**src/rtl/capture_reg_arbiter.sv**
```systemverilog
// Round-robin arbiter sequencing N requesters onto one shared W-bit capture register.
// Optional hold timeout compiled in with `define CAPTURE_REG_ARBITER_TIMEOUT_EN.
module capture_reg_arbiter #(
  parameter int unsigned N        = 4,
  parameter int unsigned W        = 8,
  parameter int unsigned MAX_HOLD = 4
) (
  input  logic                 clk,
  input  logic                 rstn,
  input  logic [N-1:0]         req,
  input  logic [N*W-1:0]       wdata,
  output logic [N-1:0]         gnt,
  output logic [W-1:0]         q,
  output logic                 q_valid,
  output logic [$clog2(N)-1:0] owner
);

  localparam int unsigned OW = $clog2(N);

  if (N < 2 || MAX_HOLD < 1) begin : g_bad_cfg
    $error("capture_reg_arbiter: requires N >= 2 and MAX_HOLD >= 1");
  end

  typedef enum logic {
    IDLE = 1'b0,
    HOLD = 1'b1
  } state_t;

  state_t          state_q, state_d;
  logic [OW-1:0]   ptr_q, ptr_d;
  logic [OW-1:0]   owner_q, owner_d;
  logic [N-1:0]    gnt_q, gnt_d;
  logic [W-1:0]    q_q, q_d;
  logic            qv_q, qv_d;

  logic [OW-1:0]   pick;
  logic [OW-1:0]   nxt_ptr;
  logic [W-1:0]    sel_data;

`ifdef CAPTURE_REG_ARBITER_TIMEOUT_EN
  localparam int unsigned HW = $clog2(MAX_HOLD + 1);
  logic [HW-1:0]   hold_q, hold_d;
`endif

  // Modular priority scan: lowest requester at or above ptr, else lowest overall.
  always_comb begin
    logic [OW-1:0] hi_pick;
    logic [OW-1:0] lo_pick;
    logic          hi_found;
    hi_pick  = '0;
    lo_pick  = '0;
    hi_found = 1'b0;
    for (int j = N - 1; j >= 0; j--) begin
      if (req[j]) begin
        lo_pick = OW'(j);
        if (OW'(j) >= ptr_q) begin
          hi_pick  = OW'(j);
          hi_found = 1'b1;
        end
      end
    end
    pick = hi_found ? hi_pick : lo_pick;
  end

  // Owner's data lane.
  always_comb begin
    sel_data = '0;
    for (int i = 0; i < N; i++) begin
      if (OW'(i) == owner_q) sel_data = wdata[i*W +: W];
    end
  end

  assign nxt_ptr = (owner_q == OW'(N - 1)) ? '0 : owner_q + OW'(1);

  // Next-state and register-update logic.
  always_comb begin
    state_d = state_q;
    ptr_d   = ptr_q;
    owner_d = owner_q;
    gnt_d   = gnt_q;
    q_d     = q_q;
    qv_d    = 1'b0;
`ifdef CAPTURE_REG_ARBITER_TIMEOUT_EN
    hold_d  = hold_q;
`endif
    case (state_q)
      IDLE: begin
        gnt_d = '0;
        if (|req) begin
          gnt_d[pick] = 1'b1;
          owner_d     = pick;
          state_d     = HOLD;
`ifdef CAPTURE_REG_ARBITER_TIMEOUT_EN
          hold_d      = '0;
`endif
        end
      end
      HOLD: begin
        if (req[owner_q]) begin
          q_d  = sel_data;
          qv_d = 1'b1;
`ifdef CAPTURE_REG_ARBITER_TIMEOUT_EN
          hold_d = hold_q + HW'(1);
          if (hold_q == HW'(MAX_HOLD - 1)) begin
            gnt_d   = '0;
            ptr_d   = nxt_ptr;
            state_d = IDLE;
          end
`endif
        end else begin
          gnt_d   = '0;
          ptr_d   = nxt_ptr;
          state_d = IDLE;
        end
      end
      default: begin
        gnt_d   = '0;
        state_d = IDLE;
      end
    endcase
  end

  always_ff @(posedge clk or negedge rstn) begin
    if (!rstn) begin
      state_q <= IDLE;
      ptr_q   <= '0;
      owner_q <= '0;
      gnt_q   <= '0;
      q_q     <= '0;
      qv_q    <= 1'b0;
`ifdef CAPTURE_REG_ARBITER_TIMEOUT_EN
      hold_q  <= '0;
`endif
    end else begin
      state_q <= state_d;
      ptr_q   <= ptr_d;
      owner_q <= owner_d;
      gnt_q   <= gnt_d;
      q_q     <= q_d;
      qv_q    <= qv_d;
`ifdef CAPTURE_REG_ARBITER_TIMEOUT_EN
      hold_q  <= hold_d;
`endif
    end
  end

  assign gnt     = gnt_q;
  assign q       = q_q;
  assign q_valid = qv_q;
  assign owner   = owner_q;

endmodule

```
**config.mk**
```make
export PLATFORM = sky130hd
export DESIGN_NAME = capture_reg_arbiter
export DESIGN_NICKNAME = d
export VERILOG_FILES = /design/src/rtl/capture_reg_arbiter.sv
export SDC_FILE = /design/constraint.sdc
export NUM_CORES = 1
export LEC_CHECK = 0
export ABC_CLOCK_PERIOD_IN_PS = 1700
export BUFFER_PORTS_ARGS = -buffer_cell sky130_fd_sc_hd__buf_2
export CAP_MARGIN = 20
export CORE_UTILIZATION = 45
export DETAILED_ROUTE_END_ITERATION = 10
export PLACE_DENSITY = 0.79
export SETUP_SLACK_MARGIN = 0.2
export SYNTH_ARGS = -nofsm -noshare
export SYNTH_HDL_FRONTEND = slang
export SYNTH_SLANG_ARGS = --single-unit
```
**constraint.sdc**
```tcl
create_clock -name clk -period 1.7 [get_ports clk]
set_input_delay 0.17 -clock clk [delete_from_list [all_inputs] [get_ports clk]]
set_output_delay 0.17 -clock clk [all_outputs]
set_load 0.005 [all_outputs]
```
Word-level counts from Yosys, hierarchy flattened --
Cells that the tools add are included.
Storage, ports and cells: flip-flop bits (word level) 18, input bits 38, output and inout port bits 15, logic and storage cells 64
Operators by class: $add $sub $neg 1, magnitude comparators 7, equal/unequal tests 5, multiplexer cells 37, bitwise logic cells 2, reductions and logical operators 6
Operator list (number):
- $mux 8 | 4
- $mux 2 | 14
- $mux 1 | 13
- $mux 4 | 2
- $pmux 4 s2 | 1
- $lt 2x3->1 const B | 2
- $reduce_and 2->1 | 3
- $eq 2x2->1 const A | 2
- $ge 1x2->1 const A | 2
- $ge 2x2->1 const A | 2
- $reduce_or 4->1 | 1
- $add 2x1->2 const B | 1
- $bmux 1 s2 | 1
- $demux 1 s2 | 1
- $eq 1x2->1 const A | 1
- $eq 2x2->1 const B | 1
- $ge 2x1->1 const B | 1
- $logic_not 2->1 | 1
- $ne 2x2->1 const B | 1
- $not 1->1 | 2
- $pmux 1 s2 | 1
- $logic_and 1x1->1 | 1

Logic depth before layout (Yosys ltp) --
depth in word-level cells 16, gate-level depth with buffers 8, depth with buffers taken out 6

Worst setup path before layout --
OpenSTA, ideal clock, no wires.
path type register to register, start reg owner_q[0] (netlist: owner[0]), end reg q_q[2] (netlist: q[2]), library setup time 0.082 ns, data arrival time 1.547 ns, required time 1.618 ns, slack 0.071 ns, cell stages (with the launch flop) 7, path buffers 1, clock period less this slack 1.629 ns, cells stage by stage dfrtp_1 inv_1 ha_1 clkbuf_1 a221oi_1 a211o_1 a31oi_1
On the way: longest elaborated chain between the ends 5, elaborated cells between the ends (all ways) 11, those cells by class 3 x eq/ne; 6 x mux; 2 x reduce/logical
Ends and longest elaborated chain:
- start, declared | line 31 | logic [OW-1:0] owner_q, owner_d;
- start signal, assigned | line 137 | owner_q <= owner_d;
- $logic_not 2->1 | line 69 | if (OW'(i) == owner_q) sel_data = wdata[i*W +: W];
- $mux 8 (4 in a row) | line 69
- end signal, assigned | line 139 | q_q <= q_d;
- end, declared | line 33 | logic [W-1:0] q_q, q_d;
Parallel ways exist; a longest one is shown, timed or not. The select of a mux whose other input is x is not followed. A chain may end at the register's enable or synchronous reset.

Worst setup path after layout --
start reg owner_q[0] (netlist: owner[0]), end reg ptr_q[1]
On the way: longest elaborated chain between the ends 4, elaborated cells between the ends (all ways) 7, those cells by class 1 x add/sub; 1 x eq/ne; 3 x mux; 1 x bitwise; 1 x reduce/logical
Ends and longest elaborated chain:
- $bmux 1 s2 | line 99 | if (req[owner_q]) begin
- $mux 1 (not written as such) | line 99
- $not 1->1 (no source line)
- $reduce_and 2->1 (no source line)
- end signal, assigned | line 136 | ptr_q <= ptr_d;
- end, declared | line 30 | logic [OW-1:0] ptr_q, ptr_d;
Parallel ways exist; a longest one is shown, timed or not. The select of a mux whose other input is x is not followed.

==> results.cfg <==
[route]
routedWlPerCell_um = 13.60
dr_total_vias = 1073
routed_wl_mm = 2.679
ant_nets = 0
drc = 0
via_per_inst = 5.447
drt_iter0_drc = 19
drt-pass1-iter-count = 4

[global_route]
grtUsageTotal = 0.2265
met3_usage = 0.05455
grt_use_met1 = 0.2616
grt_use_met2 = 0.4089
busiest_layer = met2
antenna_found_initial = 0
overflow = 0
grt_max_degree = 19
grt_pass1_vias = 1012
grt_pass1_wl_mm = 4.340

[floorplanning]
die_x_um = 50.67
initial_core_util = 0.4819
fp.dieArea_sq_mm = 0.002567
io_pins = 53
die_h_um = 50.67
num_rows = 17
coreArea_sq_mm = 0.002212

[sta]
clock_skew_ns = 0.001102
rsz0062_at_grt = true
max_slew.worst_pin.slew_ns = 0.5561
finalCriticalPeriod_ns = 1.562
setup_viol = 0
fin_tns_setup_ns = 0
min_period_over_period = 0.9190
setup_ws_ns = 0.1377
finalMaxSlewViolations = 0
fmax_ghz = 0.6401
slew_headroom = 0.6293
hold_violations = 0

[critical_path]
crit_arrival_ns = 1.75
critical_path.max_stage_delay_ns = 0.57
worstSetupPathType = register to register
worst_setup_path_end_kind = register
cp_slowest_cell = mux4_2
required_ns = 1.89
rr_startpoint = owner[0]
cp_top_family = multiplexers
worst_setup_path_start_kind = register
cp-startpoint = owner[0]
worst-path-max-fanout = 6
worstPathCellList = mux4_2 -> nand2b_4 -> mux2_2
critPathBufInv = 0

[clock_tree]
clock-sinks = 18
tritoncts = built
cts_buffer_depth = 2
cts_buffers = 3
clk_pin_slew_ns = 0.10
clock-root-buffer = clkbuf_4
htree_levels = 1
worst_skew_pair.late_latency_ns = 0.29

[logic_synthesis]
synth_nets = 156
synth_cell_type_count = 27
netlist_area_sq_mm = 0.001066
synth_seq_cells = 18
synth_top_area_cell = dfrtp_1
synth_area_leaders = dfrtp_1 42%, a221oi_1 7.4%, a211o_1 6.6%
synthArstFlopShare = 1.000
syn_inst = 114
synthFlopType = dfrtp_1
synth_edf_count = 0
synth-seq-area-share = 0.4225
syn_avg_cell_area_sq_um = 9.351
yosys_warnings = 0
synth_top_area_frac = 0.4225

[cells_and_area]
drive_gt1_frac = 0.4675
mostFrequentLayoutCells = 52 x buf_2, 16 x dfrtp_1, 11 x nor2_1, 10 x inv_1, 10 x nand2_1
syn_to_final_growth_pct = 36.38
fillers = 192
final_nets = 212
instances_no_fill = 197
layout_commonest_cell = buf_2
diodes = 0

[place]
dp_hpwl_mm = 2.003
dp.cells = 189
globalplace.congestion = 0.8117
portBuffers = 52
place_ws_ns = 0.01288

[power_and_ir_drop]
p_leak_nw = 0.7349
p_per_area_mw_per_mm2 = 1734
peakVddDrop_mv = 0.9265

[status]
outcome = finished, final reports clean

[worst_hold_path]
worstHoldStart = wdata[27]
hold_class = input port to register

[job]
drv_cap = 0
==> path summary, 6_finish.rpt <==
path | endpoint | slack (ns) | cells past startpoint
setup / recovery | ptr_q[1] | 0.14 | 3
hold / removal | q[3] | 0.12 | 3
setup reg to reg | ptr_q[1] | 0.14 | 3
hold reg to reg | gnt[3] | 0.50 | 2
max in group asynchronous | owner[0] | 1.08 | 2
min in group asynchronous | gnt[0] | 0.32 | 2
==> cells in the mapped netlist (all sizes together) (3+ instances only) <==
library cell and count:
a211o 8, a221oi 9, a31oi 8, buf 4, clkbuf 3, dfrtp 18
ha 4, inv 12, nand2 11, nand3 3, nor2 11, o21ai 5
o31ai 3
==> state kept, by name (all words and copies together), names as in the netlist <==
name,flops
gnt,4
owner,2
ptr_q,2
q,8
q_valid,1
state_q,1
==> per-layer routing <==
metal,vias to the layer above,part of all wire,routed length (um)
met5,-,0,0
met4,0,0.0056,15
met3,2,0.075,201
met2,40,0.50,1341
met1,500,0.42,1120
li1,531,-,-
==> cell families (layout without fill, tap and decap cells) <==
| kind of cell | Yosys count | in the layout | synth area share |
|---|---|---|---|
| AO/OA/AOI/OAI | 36 | 36 | 0.2570 |
| adder cells (fa/ha/maj) | 4 | 4 | 0.04695 |
| buffers and inverters | 19 | 72 | 0.07981 |
| flip-flops | 18 | 18 | 0.4225 |
| multiplexers | 2 | 2 | 0.03169 |
| AND/OR/NAND/NOR | 35 | 37 | 0.1620 |
==> worst min-delay path, cell delays in order <==
cell and delay [ns]:
buf_2 0.10, nand2_1 0.04, a31oi_1 0.07
==> per-stage QoR <==
stage	total power, mW	utilization	hold WS (ns)	area (sq um)
global route	2.738	0.6572	0.1170	1454
floorplan	1.772	-	-0.1256	1092
CTS	2.495	0.6471	0.1179	1431
global placement	2.090	0.6114	0.1180	1353
finish	2.521	0.6572	0.1157	1454
detailed placement	2.148	0.6114	0.1181	1353
==> area by class of cell <==
class / count / area, sq um / share of cell area
inverters: 12 / 45.04 / 0.03098
well taps: 28 / 35.03 / 0.02410
clock buffers: 4 / 36.28 / 0.02496
flip-flops and latches: 18 / 452.9 / 0.3115
multi-input cells: 79 / 591.8 / 0.4071
repair buffers: 56 / 292.8 / 0.2014
==> power breakdown <==
part | switching, mW | internal (mW) | leakage [nW]
Clock | 0.133 | 0.131 | 0.0210
Sequential | 0.174 | 0.643 | 0.215
Combinational | 0.720 | 0.720 | 0.499
==> repair_timing <==
action / CTS / global route
gates resized for setup: 4 / 6
endpoints found under the hold margin: 18 / 0
hold buffers: 1 / 0
setup endpoints to repair: 13 / 15
cloned: 2 / 0
buffers inserted: 1 / 0
pin swaps: 3 / 7
(Power assumes the default switching activity.)
